File: config.mk
export PLATFORM = sky130hd
export DESIGN_NAME = intpol2_d4_ctrl_fsm
export DESIGN_NICKNAME = d
export VERILOG_FILES = /design/src/rtl/intpol2_d4_pkg.sv /design/src/rtl/intpol2_d4_lat_pipe.sv /design/src/rtl/intpol2_d4_ctrl_fsm.sv
export SDC_FILE = /design/constraint.sdc
export NUM_CORES = 1
export LEC_CHECK = 0
export CAP_MARGIN = 20
export CORE_UTILIZATION = 27
export DETAILED_ROUTE_END_ITERATION = 10
export HOLD_SLACK_MARGIN = 0.1
export PLACE_DENSITY = 0.71
export RECOVER_POWER = 50
export SYNTH_ARGS = -nofsm -noshare
export SYNTH_HDL_FRONTEND = slang
export SYNTH_SLANG_ARGS = --single-unit
File: constraint.sdc
create_clock -name clk -period 2 [get_ports clk]
set_clock_uncertainty 0.2 [all_clocks]
set_input_delay 0.3 -clock clk [delete_from_list [all_inputs] [get_ports clk]]
set_output_delay 0.3 -clock clk [all_outputs]
set_load 0.02 [all_outputs]
File: src/rtl/intpol2_d4_pkg.sv
// Shared types and constants for the quadratic D4 interpolator control path.
package intpol2_d4_pkg;

    typedef enum logic [2:0] {
        IDLE   = 3'd0,
        LOAD_M = 3'd1,
        WAIT   = 3'd2,
        RUN    = 3'd3,
        DRAIN  = 3'd4,
        DONE   = 3'd5
    } state_t;

    localparam int unsigned D_FACTOR     = 4;
    localparam int unsigned PHASE_W      = 2;
    localparam int unsigned PIPE_LAT_DEF = 3;
    localparam int unsigned PIPE_LAT_MIN = 1;
    localparam int unsigned PIPE_LAT_MAX = 8;
    localparam int unsigned DRAIN_W      = $clog2(PIPE_LAT_MAX + 1);

endpackage

File: src/rtl/intpol2_d4_lat_pipe.sv
// Single-bit DEPTH-stage delay line with synchronous flush; turns en_sum into Write_Enable.
module intpol2_d4_lat_pipe #(
    parameter int unsigned DEPTH = 3
) (
    input  logic clk,
    input  logic rstn,
    input  logic flush,
    input  logic din,
    output logic dout
);

    logic [DEPTH-1:0] sr;

    generate
        if (DEPTH == 1) begin : g_single
            always_ff @(posedge clk or negedge rstn) begin
                if (!rstn)      sr <= '0;
                else if (flush) sr <= '0;
                else            sr <= din;
            end
        end else begin : g_multi
            always_ff @(posedge clk or negedge rstn) begin
                if (!rstn)      sr <= '0;
                else if (flush) sr <= '0;
                else            sr <= {sr[DEPTH-2:0], din};
            end
        end
    endgenerate

    assign dout = sr[DEPTH-1];

endmodule

File: src/rtl/intpol2_d4_ctrl_fsm.sv
// Control sequencer for the D4 quadratic interpolator: preload, run, drain, done.
// Optional sticky done interrupt enabled by defining INTPOL2_D4_IRQ_EN.
module intpol2_d4_ctrl_fsm
    import intpol2_d4_pkg::*;
#(
    parameter int unsigned CONFIG_WIDTH = 32,
    parameter int unsigned PIPE_LAT     = PIPE_LAT_DEF
) (
    input  logic                    clk,
    input  logic                    rstn,
    input  logic                    clear,
    input  logic                    start,
    input  logic [CONFIG_WIDTH-1:0] ilen,
    input  logic                    Empty,
    input  logic                    Afull,
    input  logic                    comp_addr,
    input  logic                    comp_cnt,
    output logic                    busy,
    output logic                    en_M_addr,
    output logic                    en_sum,
    output logic                    Read_Enable,
    output logic                    Write_Enable,
    output logic                    done,
    output logic                    stall,
    output logic                    irq,
    input  logic                    irq_clr
);

    state_t               state, state_nxt;
    logic [PHASE_W-1:0]   phase, phase_nxt;
    logic [DRAIN_W-1:0]   drain_cnt, drain_nxt;
    logic                 busy_nxt, en_m_nxt, done_nxt;
    logic                 blocked;

    // State, phase, drain counter and Moore outputs (registered from next state).
    always_ff @(posedge clk or negedge rstn) begin
        if (!rstn) begin
            state     <= IDLE;
            phase     <= '0;
            drain_cnt <= '0;
            busy      <= 1'b0;
            en_M_addr <= 1'b0;
            done      <= 1'b0;
        end else begin
            state     <= state_nxt;
            phase     <= phase_nxt;
            drain_cnt <= drain_nxt;
            busy      <= busy_nxt;
            en_M_addr <= en_m_nxt;
            done      <= done_nxt;
        end
    end

    always_comb begin
        state_nxt   = state;
        phase_nxt   = phase;
        drain_nxt   = drain_cnt;
        en_sum      = 1'b0;
        Read_Enable = 1'b0;
        stall       = 1'b0;
        blocked     = Afull || ((phase == '0) && Empty);

        unique case (state)
            IDLE: begin
                if (start) state_nxt = (ilen != '0) ? LOAD_M : DONE;
            end
            LOAD_M: begin
                if (comp_addr) state_nxt = WAIT;
            end
            WAIT: begin
                if (!Empty && !Afull) state_nxt = RUN;
            end
            RUN: begin
                if (blocked) begin
                    stall = 1'b1;
                end else begin
                    en_sum      = 1'b1;
                    Read_Enable = (phase == '0);
                    phase_nxt   = phase + PHASE_W'(1);
                    if (comp_cnt) begin
                        state_nxt = DRAIN;
                        drain_nxt = DRAIN_W'(PIPE_LAT);
                    end
                end
            end
            DRAIN: begin
                drain_nxt = drain_cnt - DRAIN_W'(1);
                if (drain_cnt == DRAIN_W'(1)) state_nxt = DONE;
            end
            DONE: begin
                phase_nxt = '0;
                state_nxt = IDLE;
            end
            default: state_nxt = IDLE;
        endcase

        // Soft abort overrides everything, including this cycle's combinational strobes.
        if (clear) begin
            state_nxt   = IDLE;
            phase_nxt   = '0;
            drain_nxt   = '0;
            en_sum      = 1'b0;
            Read_Enable = 1'b0;
            stall       = 1'b0;
        end

        busy_nxt = (state_nxt != IDLE);
        en_m_nxt = (state_nxt == LOAD_M);
        done_nxt = (state_nxt == DONE);
    end

    intpol2_d4_lat_pipe #(
        .DEPTH (PIPE_LAT)
    ) u_lat_pipe (
        .clk   (clk),
        .rstn  (rstn),
        .flush (clear),
        .din   (en_sum),
        .dout  (Write_Enable)
    );

`ifdef INTPOL2_D4_IRQ_EN
    // Sticky interrupt; the set term covers the whole done cycle so it beats irq_clr.
    always_ff @(posedge clk or negedge rstn) begin
        if (!rstn)                 irq <= 1'b0;
        else if (clear)            irq <= 1'b0;
        else if (done_nxt || done) irq <= 1'b1;
        else if (irq_clr)          irq <= 1'b0;
    end
`else
    logic unused_irq_clr;
    assign unused_irq_clr = irq_clr;
    assign irq            = 1'b0;
`endif

endmodule

After elaboration in Yosys (flattened, before gate mapping)
Cells that the tools add are included.
{"block": "classes", "eq_ne": 10, "shifts": 0, "bitwise": 0, "mul": 0, "div_mod_pow": 0, "reduce_logical": 13, "n_mux": 26, "order_cmp": 0, "addsub": 2}
{"op": "32-bit nonzero test", "n": 1}
{"op": "3-bit two-way mux", "n": 9}
{"op": "3-bit one-hot mux with 5 select lines", "n": 1}
{"op": "4-bit two-way mux", "n": 3}
{"op": "3-bit == test (second input constant)", "n": 3}
{"op": "1-bit two-way mux", "n": 9}
{"op": "3-bit nonzero test", "n": 3}
{"op": "4-bit one-hot mux with 2 select lines", "n": 1}
{"op": "3-bit by 1-bit == test with 1-bit output (second input constant)", "n": 2}
{"op": "3-bit by 2-bit == test with 1-bit output (second input constant)", "n": 2}
{"op": "3-bit != test (second input constant)", "n": 2}
{"op": "4-bit by 1-bit == test with 1-bit output (second input constant)", "n": 1}
{"op": "2-bit two-way mux", "n": 2}
{"op": "2-bit one-hot mux with 2 select lines", "n": 1}
{"op": "4-bit by 1-bit subtractor with 4-bit output (second input constant)", "n": 1}
{"op": "3-bit zero test", "n": 1}
{"op": "3-bit AND reduction", "n": 1}
{"op": "2-bit by 1-bit adder with 2-bit output (second input constant)", "n": 1}
{"op": "1-bit logical AND", "n": 2}
{"op": "1-bit zero test", "n": 2}
{"op": "2-bit zero test", "n": 1}
{"op": "2-bit AND reduction", "n": 1}
{"op": "1-bit logical OR", "n": 1}
{"block": "totals", "mem_bits_ro": 0, "ff_bits": 15, "out_inout_bits": 8, "n_memories": 0, "ram_bits": 0, "latchBits": 0}

Depth between registers and ports, before layout
Gate-level depths: netlist (run 1).
{"block": "depth", "ltp_word": 7, "ltp_mapped": 7, "mapped_depth_nobuf": 7}

Hierarchy
A second synthesis (run 1) with hierarchy kept.
{"block": "hier_totals", "hier_cells": 93, "area_unflattened_um2": 873.3}
{"mod": "intpol2_d4_ctrl_fsm", "area_each_um2": 779.5, "n_inst": 1, "cells_each": 87, "seq_area_each_um2": 300.3}
{"mod": "intpol2_d4_lat_pipe", "area_each_um2": 93.8, "n_inst": 1, "cells_each": 6, "seq_area_each_um2": 75.1}

Worst setup path before layout (run 1)
Ideal clock, no wire load.
{"block": "synth_timing", "path_kind": "register to output", "start": "reg phase[0]", "end": "out Read_Enable", "t_arrival_ns": 2.152, "setup_slack_ns": -0.652, "path_stages_with_launch": 6, "required_time_ns": 1.500, "path_buffers": 0, "path_cell_list": "dfrtp_1 -> inv_1 -> ha_1 -> a21oi_2 -> nor4b_1 -> and2_1"}
{"block": "synth_via", "elab_chain_cells": 6}
{"item": "start: declaration", "line": "intpol2_d4_ctrl_fsm.sv:30", "source": "logic [PHASE_W-1:0] phase, phase_nxt;"}
{"item": "start signal: assignment", "line": "intpol2_d4_ctrl_fsm.sv:46", "source": "phase <= phase_nxt;"}
{"item": "2-bit zero test *", "line": "intpol2_d4_ctrl_fsm.sv:61, intpol2_d4_ctrl_fsm.sv:78"}
{"item": "1-bit logical AND", "line": "intpol2_d4_ctrl_fsm.sv:61", "source": "blocked = Afull || ((phase == '0) && Empty);"}
{"item": "1-bit logical OR", "line": "intpol2_d4_ctrl_fsm.sv:61"}
{"item": "1-bit two-way mux *", "line": "intpol2_d4_ctrl_fsm.sv:74", "source": "if (blocked) begin"}
{"item": "1-bit two-way mux *", "line": "intpol2_d4_ctrl_fsm.sv:63", "source": "unique case (state)"}
{"item": "1-bit two-way mux *", "line": "intpol2_d4_ctrl_fsm.sv:98", "source": "if (clear) begin"}
{"item": "end: declaration", "line": "intpol2_d4_ctrl_fsm.sv:21", "source": "output logic Read_Enable,"}
Every way passes the cells marked *; elsewhere a longest branch is shown, timed or not.

Worst setup path after layout (run 1)
{"block": "layout_timing", "start": "reg phase[1]", "end": "reg busy"}
{"block": "layout_via", "elab_chain_cells": 7}
{"item": "2-bit zero test", "line": "intpol2_d4_ctrl_fsm.sv:61"}
{"item": "1-bit logical AND", "line": "intpol2_d4_ctrl_fsm.sv:61"}
{"item": "1-bit logical OR", "line": "intpol2_d4_ctrl_fsm.sv:61"}
{"item": "3-bit two-way mux", "line": "intpol2_d4_ctrl_fsm.sv:74"}
{"item": "3-bit one-hot mux with 5 select lines", "line": "intpol2_d4_ctrl_fsm.sv:63"}
{"item": "3-bit two-way mux", "line": "intpol2_d4_ctrl_fsm.sv:98"}
{"item": "named net state_nxt[1]", "line": "intpol2_d4_ctrl_fsm.sv:29", "source": "state_t state, state_nxt;"}
{"item": "3-bit nonzero test", "line": "intpol2_d4_ctrl_fsm.sv:107", "source": "busy_nxt = (state_nxt != IDLE);"}
{"item": "named net busy_nxt", "line": "intpol2_d4_ctrl_fsm.sv:32", "source": "logic busy_nxt, en_m_nxt, done_nxt;"}
{"item": "end signal: assignment", "line": "intpol2_d4_ctrl_fsm.sv:48", "source": "busy <= busy_nxt;"}
{"item": "end: declaration", "line": "intpol2_d4_ctrl_fsm.sv:18", "source": "output logic busy,"}
The timed path passes the listed nets, and every way through them passes these cells.
A chain may end at the register's enable or synchronous reset.

==> metrics.yaml, run 1 <==
arrival_ns: 2.04
yosysTopAreaCellShare: 0.4219
clk_pin_slew_ns: 0.08
rr_startpoint: "phase[1]$_DFFE_PN0P_"
violations: "setup timing"
drc: 0
fin_crit_sh: 1.039
min_path_type: "reg2reg"
holdPathStages: 1
path_buf_inv: 3
rsz0062_at_grt: "true"
htreeDepth: 1
synth_commonest_cells: "dfrtp_1 (15), nor4_1 (10), nor2_1 (7)"
hold_slack_ns: 0.2720
numCtsBuffers: 3
firstDrtPassIters: 4
setup_viol: 5
grt-ovfl-total: 0
synth_edf_count: 0
synth_warnings: 0
ys_async_sr_fraction: 1.000
die_area_mm2: 0.003528
grt_pass1_vias: 1044
worst_pin_slew_ns: 0.8426
syn_inst: 89
cp-end-kind: "flop"
synthDistinctLibCells: 39
die_h_um: 59.40
synth.area.top_cells: "dfrtp_1 (42%), nor4_1 (7.0%), ha_1 (4.2%)"
synth_most_common_cell: "dfrtp_1"
clkLatencyLatePin_ns: 0.28
cpMostUsedCell: "a31oi_1"
status: "finished with violations"
fp.dieW_um: 59.40
critPathRequiredTime_ns: 1.96
finalPower_w: 0.0007144
cellPowerDensity_mw_per_mm2: 437.9
rr_worst_depth: 9
ys.flop_type: "dfrtp_1"
wirelength_um: 2614
ios: 49
yosysSeqAreaShare: 0.4219
vias: 937
r2r_slack_ns: -0.08
critPathLaunchType: "flop"
finalNetCount: 204
row_count: 20
hold_buffers: 0
hold_end: "u_lat_pipe.sr[2]$_DFF_PN0_"
clock.fmax_mhz: 481.4
peakVddDrop_uv: 202.6
drv_cap: 0
core_region_area_mm2: 0.003078
synthesis.nets: 133
initial_core_util: 0.2890
leakagePower_nw: 0.6805
avgViaCountPerCell: 4.616
post-route-min-period_ns: 2.077
syn_avg_cell_area_um2: 9.996
cts_tree: "yes"
syn-cell-area_um2: 889.6
grt_first_pass_wirelength_um: 4395
drt_iter0_drc: 6
hp-start: "u_lat_pipe.sr[1]$_DFF_PN0_"
final_core_util: 0.5301
areaGrowthSynthToFinish_pct: 83.40
yosysTopAreaCell: "dfrtp_1"
io_buffers: 46
grt_start_max_net_pins: 16
worstSetupPathType: "reg2reg"
slew_headroom: 0.4383
hold_viol: 0
ant_nets: 0
slew_viol_final: 0
antenna_found_initial: 0
fin_ws_ns: -0.07710
max_stage_delay_ns: 0.37
cp_max_fo: 4
r2r-end: "busy$_DFF_PN0_"
grt_use_total: 0.1672
dp_hpwl_um: 2101
ys_seq_elements: 15
pre_cts_ws_ns: -0.4612
cts_buffer_depth: 2
worstPathCellList: "inv_2, ha_4, a21oi_4, buf_4, buf_6, a31oi_1, a31oi_1, nor3_1, or3_1"
drive_gt1_frac: 0.3082
cts_root_buf: "clkbuf_4"
gp_congestion: 0.7690
n_antenna_cell: 0
cpLargestDelayFamily: "compound AO/OA/AOI/OAI gates"
clock-sinks: 15
wire_per_inst_um: 12.88
cp_slowest_cell: "dfrtp_1"
timing repair:
item	in CTS	in global routing
endpoints found under the setup margin	6	7
pin swaps	5	5
setup buffers	3	4
gates resized for setup	20	7
metal layers:
metal | global-route usage | up-vias | routed length, um
met1 | 0.1799 | 441 | 1039
met2 | 0.3002 | 21 | 1410
met3 | 0.04585 | 8 | 105
li1 | - | 467 | -
met5 | 0 | - | 0
met4 | 0.07823 | 0 | 59
placed cells by master (no fill, tap or decap), drive strengths merged, types with 3 or more instances in the layout:
cell type      Yosys  routed
dfrtp             15      15
a21oi              6       6
clkdlybuf4s50      0      41
inv                6       6
a31oi              4       4
buf                3      27
clkbuf             2       5
nor2               7       7
nor4              10      10
o21ai              5       5
ha                 3       3
state kept, by name, indices dropped and copies added, names as in the netlist:
| register | count |
|---|---|
| en_M_addr | 1 |
| drain_cnt | 4 |
| done | 1 |
| phase | 2 |
| u_lat_pipe.sr | 3 |
| busy | 1 |
| state | 3 |
power breakdown:
| part | internal (W) | leakage (nW) | total (W) | switching [W] |
|---|---|---|---|---|
| Combinational | 0.000138 | 0.459 | 0.000226 | 0.0000877 |
| Sequential | 0.000315 | 0.206 | 0.000319 | 0.00000461 |
| Clock | 0.0000775 | 0.0150 | 0.000169 | 0.0000915 |
logic make-up after synthesis:
group           share of synthesized area
fa+ha+maj                         0.04220
flops                              0.4219
simple gates                       0.2771
buf+inv                           0.07875
other cells                      0.004215
mux                               0.01266
compound gates                     0.1632
worst max-delay path by stage:
stage / startpoint / end / slack [ns] / depth (start not counted)
2_1_floorplan: phase[0]$_DFFE_PN0P_ / Read_Enable / 0.03 / 5
3_3_place_gp: Empty / Read_Enable / -0.42 / 5
3_5_place_dp: Empty / Read_Enable / -0.46 / 5
4_1_cts: phase[1]$_DFFE_PN0P_ / Read_Enable / -0.09 / 6
5_1_grt: phase[1]$_DFFE_PN0P_ / Read_Enable / -0.16 / 6
6_report: phase[1]$_DFFE_PN0P_ / busy$_DFF_PN0_ / -0.08 / 9
metrics by stage:
stage / TNS [ns] / cell area [um2] / cells
after floorplan: 0 / 917.1 / 89
after global placement: -2.194 / 1520 / 192
after detailed placement: -2.362 / 1520 / 192
after CTS: -0.1631 / 1575 / 199
after global routing: -0.7203 / 1632 / 203
final: -0.1891 / 1632 / 203
worst reg2reg max path, cell delays in order, from the launching register on:
cell	delay, ns
dfrtp_1	0.37
inv_2	0.05
ha_4	0.16
a21oi_4	0.16
buf_4	0.14
buf_6	0.10
a31oi_1	0.09
a31oi_1	0.23
nor3_1	0.10
or3_1	0.37
cell type report:
class                      count  area, um2
fill                         284       1446
timing repair buffer          71      644.4
multi-input combinational     63      508.0
sequential                    15      375.4
tap                           44      55.05
clock buffer                   4      26.28
inverter                       6      22.52
(Power assumes the default switching activity.)
==> run 2, diff against run 1 <==
--- a/config.mk
+++ b/config.mk
@@ -6,10 +6,11 @@
 export NUM_CORES = 1
 export LEC_CHECK = 0
 export CAP_MARGIN = 20
-export CORE_UTILIZATION = 27
+export CORE_UTILIZATION = 34
 export DETAILED_ROUTE_END_ITERATION = 10
 export HOLD_SLACK_MARGIN = 0.1
-export PLACE_DENSITY = 0.71
+export MAX_ROUTING_LAYER = met4
+export PLACE_DENSITY = 0.84
 export RECOVER_POWER = 50
 export SYNTH_ARGS = -nofsm -noshare
 export SYNTH_HDL_FRONTEND = slang
==> run 2 against run 1 <==
Clock power about the same. Worst setup slack worse by 0.017 ns. Total power shrank 2.1%. Final cell count shrank 8.4%. The flow still finishes with violations (setup timing). Via count up 1.5%. Sequential share of layout area grew 0.49 points. Combinational power fell by 6%. Highest routed layer unchanged. Worst hold slack improved by 0.0035 ns. Critical endpoint is now Read_Enable. First-iteration DRC count grew 50%. Core utilization is 12 points higher.
==> metrics.yaml, run 2 (synthesized netlist as in run 1, its figures left out) <==
slew_headroom: 0.5504  # was 0.4383
io_buffers: 46  # unchanged
place_area_mm2: 0.001473  # was 0.001520 mm2
fin_ws_ns: -0.09430  # was -0.07710 ns
critPathRequiredTime_ns: 1.50  # was 1.96 ns
grt_pass1_vias: 940  # was 1044
final_cell_area_mm2: 0.001603  # was 0.001632 mm2
status: "finished with violations"  # unchanged
drc: 0  # unchanged
dp_hpwl_um: 2110  # was 2101 um
cts_root_buf: "clkbuf_4"  # unchanged
regMostFlops: "drain_cnt"  # unchanged
biggestRegsByFlops: "drain_cnt: 4 flops, state: 3 flops, u_lat_pipe.sr: 3 flops"  # unchanged
clock-sinks: 15  # unchanged
drt_iter0_drc: 9  # was 6
slew_viol_final: 0  # unchanged
cp-end-kind: "output port"  # was flop
firstDrtPassIters: 4  # unchanged
setup_viol: 4  # was 5
wire_per_inst_um: 14.85  # was 12.88 um
areaGrowthSynthToFinish_pct: 80.17  # was 83.40%
ios: 49  # unchanged
numCtsBuffers: 3  # unchanged
clkLatencyLatePin_ns: 0.28  # about the same
hold_viol: 0  # unchanged
peakVddDrop_uv: 446.0  # was 202.6 uV
vias: 951  # was 937
mostFrequentLayoutCells: "clkdlybuf4s50_1 (42), buf_4 (22), dfrtp_1 (14)"  # was clkdlybuf4s50_1 (41), buf_4 (23), dfrtp_1 (15)
final_core_util: 0.6470  # was 0.5301
dp.cells: 174  # was 192
hold_buffers: 0  # unchanged
die_h_um: 53.15  # was 59.40 um
antenna_found_initial: 0  # unchanged
fp.dieW_um: 53.15  # was 59.40 um
cts_tree: "yes"  # unchanged
avgViaCountPerCell: 5.113  # was 4.616
n_antenna_cell: 0  # unchanged
finalNetCount: 201  # was 204
cp_max_fo: 3  # was 4
cts_buffer_depth: 2  # unchanged
initial_core_util: 0.3591  # was 0.2890
wirelength_um: 2763  # was 2614 um
critPathLaunchType: "flop"  # unchanged
htreeDepth: 1  # unchanged
grt_start_max_net_pins: 16  # unchanged
row_count: 18  # was 20
ant_nets: 0  # unchanged
rsz0062_at_grt: "true"  # unchanged
clk_pin_slew_ns: 0.08  # about the same
core_region_area_mm2: 0.002477  # was 0.003078 mm2
gp_congestion: 0.7575  # was 0.7690
largest_register_ffs: 4  # unchanged
drive_gt1_frac: 0.3077  # was 0.3082
layout_commonest_cell: "clkdlybuf4s50_1"  # unchanged
violations: "setup timing"  # unchanged
fin_crit_sh: 1.047  # was 1.039
clock.fmax_mhz: 477.5  # was 481.4 MHz
leakagePower_nw: 0.6676  # was 0.6805 nW
pre_cts_ws_ns: -0.4648  # was -0.4612 ns
grt-ovfl-total: 0  # unchanged
cellPowerDensity_mw_per_mm2: 436.3  # was 437.9 mW/mm2
worstSetupPathType: "reg2out"  # was reg2reg
post-route-min-period_ns: 2.094  # was 2.077 ns
arrival_ns: 1.59  # was 2.04 ns
drv_cap: 0  # unchanged
min_path_type: "reg2reg"  # unchanged
die_area_mm2: 0.002825  # was 0.003528 mm2
worst_pin_slew_ns: 0.6722  # was 0.8426 ns
grt_first_pass_wirelength_um: 3884  # was 4395 um
grt_use_total: 0.2019  # was 0.1672
layout.cells.non_filler: 186  # was 203
## run 2: worst max-delay path: stages, from the launching register on
cell	delay [ns]
dfrtp_1	0.38
inv_2	0.05
ha_4	0.17
a21oi_4	0.14
nor4b_4	0.28
and2_4	0.19
buf_6	0.11
## run 2: cell type report
type,count,area (um2)
fill,197,874.6
timing repair buffer,68,623.1
multi-input combinational,63,515.5
sequential,15,376.6
tap,30,37.54
clock buffer,3,22.52
inverter,6,22.52
clock inverter,1,5.005
## run 2: stage by stage
stage | total power, W | TNS [ns] | hold WS (ns)
2_1_floorplan | 0.0004008 | 0 | -0.1956
3_3_place_gp | 0.0005157 | -1.903 | 0.2507
3_5_place_dp | 0.0005230 | -2.039 | 0.2668
4_1_cts | 0.0006978 | -0.1567 | 0.2276
5_1_grt | 0.0007344 | -0.6623 | 0.3129
6_report | 0.0006993 | -0.1854 | 0.2755
## run 2: power by group
group | switching, W | internal [W]
Combinational | 0.0000879 | 0.000124
Sequential | 0.00000464 | 0.000315
Clock | 0.0000934 | 0.0000743
Total | 0.000186 | 0.000513
## run 2: final timing paths
check	start	end	slack [ns]	cells after the start
min reg2reg	u_lat_pipe.sr[0]$_DFF_PN0_	u_lat_pipe.sr[1]$_DFF_PN0_	0.28	1
max	phase[0]$_DFFE_PN0P_	Read_Enable	-0.09	6
min in group asynchronous	rstn	u_lat_pipe.sr[0]$_DFF_PN0_	0.29	1
max in group asynchronous	rstn	state[2]$_DFF_PN0_	0.85	1
max reg2reg	phase[0]$_DFFE_PN0P_	busy$_DFF_PN0_	-0.01	8
min	u_lat_pipe.sr[0]$_DFF_PN0_	u_lat_pipe.sr[1]$_DFF_PN0_	0.28	1
## run 2: timing repair
action                     CTS  global route
pin swaps                    4             1
gates resized for setup     21             6
setup buffers                3             5
setup endpoints to repair    5             8
## run 2: routing by layer
layer,part of all wire,track usage,vias up
met5,0,-,-
met4,0.014,0.1096,0
met3,0.077,0.008621,4
met2,0.53,0.3776,35
met1,0.38,0.2107,447
li1,-,-,465
==> run 3, diff against run 2 <==
--- a/config.mk
+++ b/config.mk
@@ -6,12 +6,15 @@
 export NUM_CORES = 1
 export LEC_CHECK = 0
 export CAP_MARGIN = 20
-export CORE_UTILIZATION = 34
+export CELL_PAD_IN_SITES_DETAIL_PLACEMENT = 2
+export CELL_PAD_IN_SITES_GLOBAL_PLACEMENT = 2
+export CORE_UTILIZATION = 19
 export DETAILED_ROUTE_END_ITERATION = 10
 export HOLD_SLACK_MARGIN = 0.1
 export MAX_ROUTING_LAYER = met4
-export PLACE_DENSITY = 0.84
+export PLACE_DENSITY = 0.83
 export RECOVER_POWER = 50
 export SYNTH_ARGS = -nofsm -noshare
 export SYNTH_HDL_FRONTEND = slang
 export SYNTH_SLANG_ARGS = --single-unit
+export TNS_END_PERCENT = 100
==> run 3 against run 2 <==
The flow still finishes with violations (setup timing). Non-clock buffer count grew 3. Sequential cell count did not move. Global-route usage decreased by 3.0 points. Cell area is 9.1% higher. Routed wire length grew 51%. Total power grew 20%. Critical path depth is 3 higher. First-iteration DRC count down 11%. Worst setup slack worse by 0.013 ns. Core utilization is 25 points lower. Combinational power is 21% higher. Sequential power hardly changed.
==> metrics.yaml, run 3 (synthesized netlist as in run 1, its figures left out) <==
finalNetCount: 204  # was 201
clockPowerShare: 0.313  # was 0.240
worst_pin_slew_ns: 0.9191  # was 0.6722 ns
grt_start_max_net_pins: 16  # unchanged
htreeDepth: 1  # unchanged
power.internal_w: 0.0005996  # was 0.0005134 W
layout.cells.non_filler: 211  # was 186
nFillCells: 461  # was 197
r2r-end: "busy$_DFF_PN0_"  # unchanged
worstPathCellList: "inv_2, ha_4, a21oi_4, buf_6, buf_6, a21oi_2, a211oi_2, o32ai_2, or3_1"  # was inv_2, ha_4, a21oi_4, nor4b_4, and2_4, buf_6
r2r_slack_ns: -0.11  # was -0.01 ns
finalPower_w: 0.0008392  # was 0.0006993 W
status: "finished with violations"  # unchanged
clock.fmax_mhz: 474.6  # was 477.5 MHz
critPathRequiredTime_ns: 1.94  # was 1.50 ns
cellPowerDensity_mw_per_mm2: 480.1  # was 436.3 mW/mm2
peakVddDrop_uv: 277.0  # was 446.0 uV
grt_pass1_vias: 1166  # was 940
dp.cells: 202  # was 174
p_sw_frac: 0.2855  # was 0.2658
fp.dieW_um: 70.43  # was 53.15 um
violations: "setup timing"  # unchanged
min_path_type: "reg2reg"  # unchanged
numCtsBuffers: 3  # unchanged
max_stage_delay_ns: 0.40  # was 0.38 ns
leakagePower_nw: 0.7019  # was 0.6676 nW
row_count: 24  # was 18
p_comb_frac: 0.305  # was 0.304
cts_buffer_depth: 2  # unchanged
crit_start: "phase[1]$_DFFE_PN0P_"  # was phase[0]$_DFFE_PN0P_
vias: 984  # was 951
avgViaCountPerCell: 4.664  # was 5.113
cts_root_buf: "clkbuf_8"  # was clkbuf_4
antenna_found_initial: 0  # unchanged
cp_max_fo: 3  # unchanged
grt_use_total: 0.1714  # was 0.2019
regMostFlops: "drain_cnt"  # unchanged
critPathLaunchType: "flop"  # unchanged
post-route-min-period_ns: 2.107  # was 2.094 ns
largest_register_ffs: 4  # unchanged
cpLargestDelayFamily: "compound AO/OA/AOI/OAI gates"  # was simple AND/OR/NAND/NOR gates
rsz0062_at_grt: "true"  # unchanged
net-switching-power_w: 0.0002396  # was 0.0001859 W
hp-start: "u_lat_pipe.sr[1]$_DFF_PN0_"  # was u_lat_pipe.sr[0]$_DFF_PN0_
drt_iter0_drc: 8  # was 9
layout_commonest_cell: "clkdlybuf4s50_1"  # unchanged
gp_congestion: 0.8176  # was 0.7575
clock-sinks: 15  # unchanged
n_antenna_cell: 0  # unchanged
initial_core_util: 0.2015  # was 0.3591
slew_headroom: 0.3873  # was 0.5504
drv_cap: 0  # unchanged
hold_end: "u_lat_pipe.sr[2]$_DFF_PN0_"  # was u_lat_pipe.sr[1]$_DFF_PN0_
pre_cts_ws_ns: -0.4716  # was -0.4648 ns
cpMostUsedCell: "buf_6"
wire_per_inst_um: 19.77  # was 14.85 um
wirelength_um: 4172  # was 2763 um
grt_first_pass_wirelength_um: 6244  # was 3884 um
rr_worst_depth: 9  # was 8
biggestRegsByFlops: "drain_cnt: 4 flops, state: 3 flops, u_lat_pipe.sr: 3 flops"  # unchanged
die_area_mm2: 0.004960  # was 0.002825 mm2
pwr-share-seq: 0.382  # was 0.457
clkLatencyLatePin_ns: 0.26  # was 0.28 ns
rr_startpoint: "phase[1]$_DFFE_PN0P_"  # was phase[0]$_DFFE_PN0P_
hold_viol: 0  # unchanged
areaGrowthSynthToFinish_pct: 96.48  # was 80.17%
hold_buffers: 0  # unchanged
cp_slowest_cell: "dfrtp_1"  # unchanged
arrival_ns: 2.05  # was 1.59 ns
firstDrtPassIters: 4  # unchanged
clk_pin_slew_ns: 0.07  # was 0.08 ns
setup_viol: 7  # was 4
fin_ws_ns: -0.1072  # was -0.09430 ns
io_buffers: 46  # unchanged
fin_crit_sh: 1.054  # was 1.047
drive_gt1_frac: 0.3585  # was 0.3077
drc: 0  # unchanged
mostFrequentLayoutCells: "clkdlybuf4s50_1 (41), buf_4 (20), dfrtp_1 (14)"  # was clkdlybuf4s50_1 (42), buf_4 (22), dfrtp_1 (14)
ios: 49  # unchanged
dp_hpwl_um: 3048  # was 2110 um
path_buf_inv: 3  # was 2
ant_nets: 0  # unchanged
grt-ovfl-total: 0  # unchanged
cts_tree: "yes"  # unchanged
holdPathStages: 1  # unchanged
worstSetupPathType: "reg2reg"  # was reg2out
die_h_um: 70.43  # was 53.15 um
cp-end-kind: "flop"  # was output port
slew_viol_final: 0  # unchanged
core_region_area_mm2: 0.004414  # was 0.002477 mm2
==> run 3: cell count changes in the layout (fill, tap and decap cells not counted), sizes merged <==
| cell | delta |
|---|---|
| buf | +2 |
| clkbuf | +2 |
| clkdlybuf4s50 | -1 |
| clkinv | -1 |
| dlygate4sd2 | +1 |
==> run 3: cell type report <==
class	count	area, um2	area share
well taps	52	65.06	0.03722
inverters	6	22.52	0.01288
multi-input cells	63	583.1	0.3336
flip-flops and latches	15	376.6	0.2155
clock buffers	4	45.04	0.02577
repair buffers	71	655.6	0.3751
==> run 3: what timing repair did <==
action                                  in CTS  in global routing
resized for setup                           31                 15
pin swaps                                    7                  3
buffers inserted                             3                  2
endpoints found under the setup margin       8                 12
==> run 3: routing by layer <==
metal  vias up  GRT usage  share of wire
met5         -          -              0
met3         4    0.02453          0.018
met2        11     0.3206           0.56
met4         0    0.04667         0.0086
met1       500     0.1864           0.41
li1        469          -              -
==> run 3: power by group through the flow <==
stage                     logic [W]  clock network [W]  registers [W]
after floorplan           0.0000669                  0       0.000334
after global placement     0.000208                  0       0.000325
after detailed placement   0.000221                  0       0.000326
after CTS                  0.000248           0.000264       0.000320
after global routing       0.000273           0.000284       0.000321
final                      0.000256           0.000263       0.000320
==> run 3: worst max path at each step <==
stage,to,slack (ns),depth (start not counted)
finish,busy$_DFF_PN0_,-0.11,9
CTS,busy$_DFF_PN0_,-0.1,9
global route,busy$_DFF_PN0_,-0.18,9
global placement,stall,-0.44,5
floorplan,Read_Enable,0.03,5
detailed placement,stall,-0.47,5
==> run 3: stage by stage <==
step | hold WS (ns) | util | TNS (ns) | cell area (um2)
5_1_grt | 0.3003 | 0.3960 | -0.9634 | 1748
4_1_cts | 0.1745 | 0.3810 | -0.3726 | 1682
3_3_place_gp | 0.2533 | 0.3501 | -2.828 | 1545
3_5_place_dp | 0.2544 | 0.3501 | -3.345 | 1545
2_1_floorplan | -0.1956 | - | 0 | 917.1
6_report | 0.2618 | 0.3960 | -0.3444 | 1748
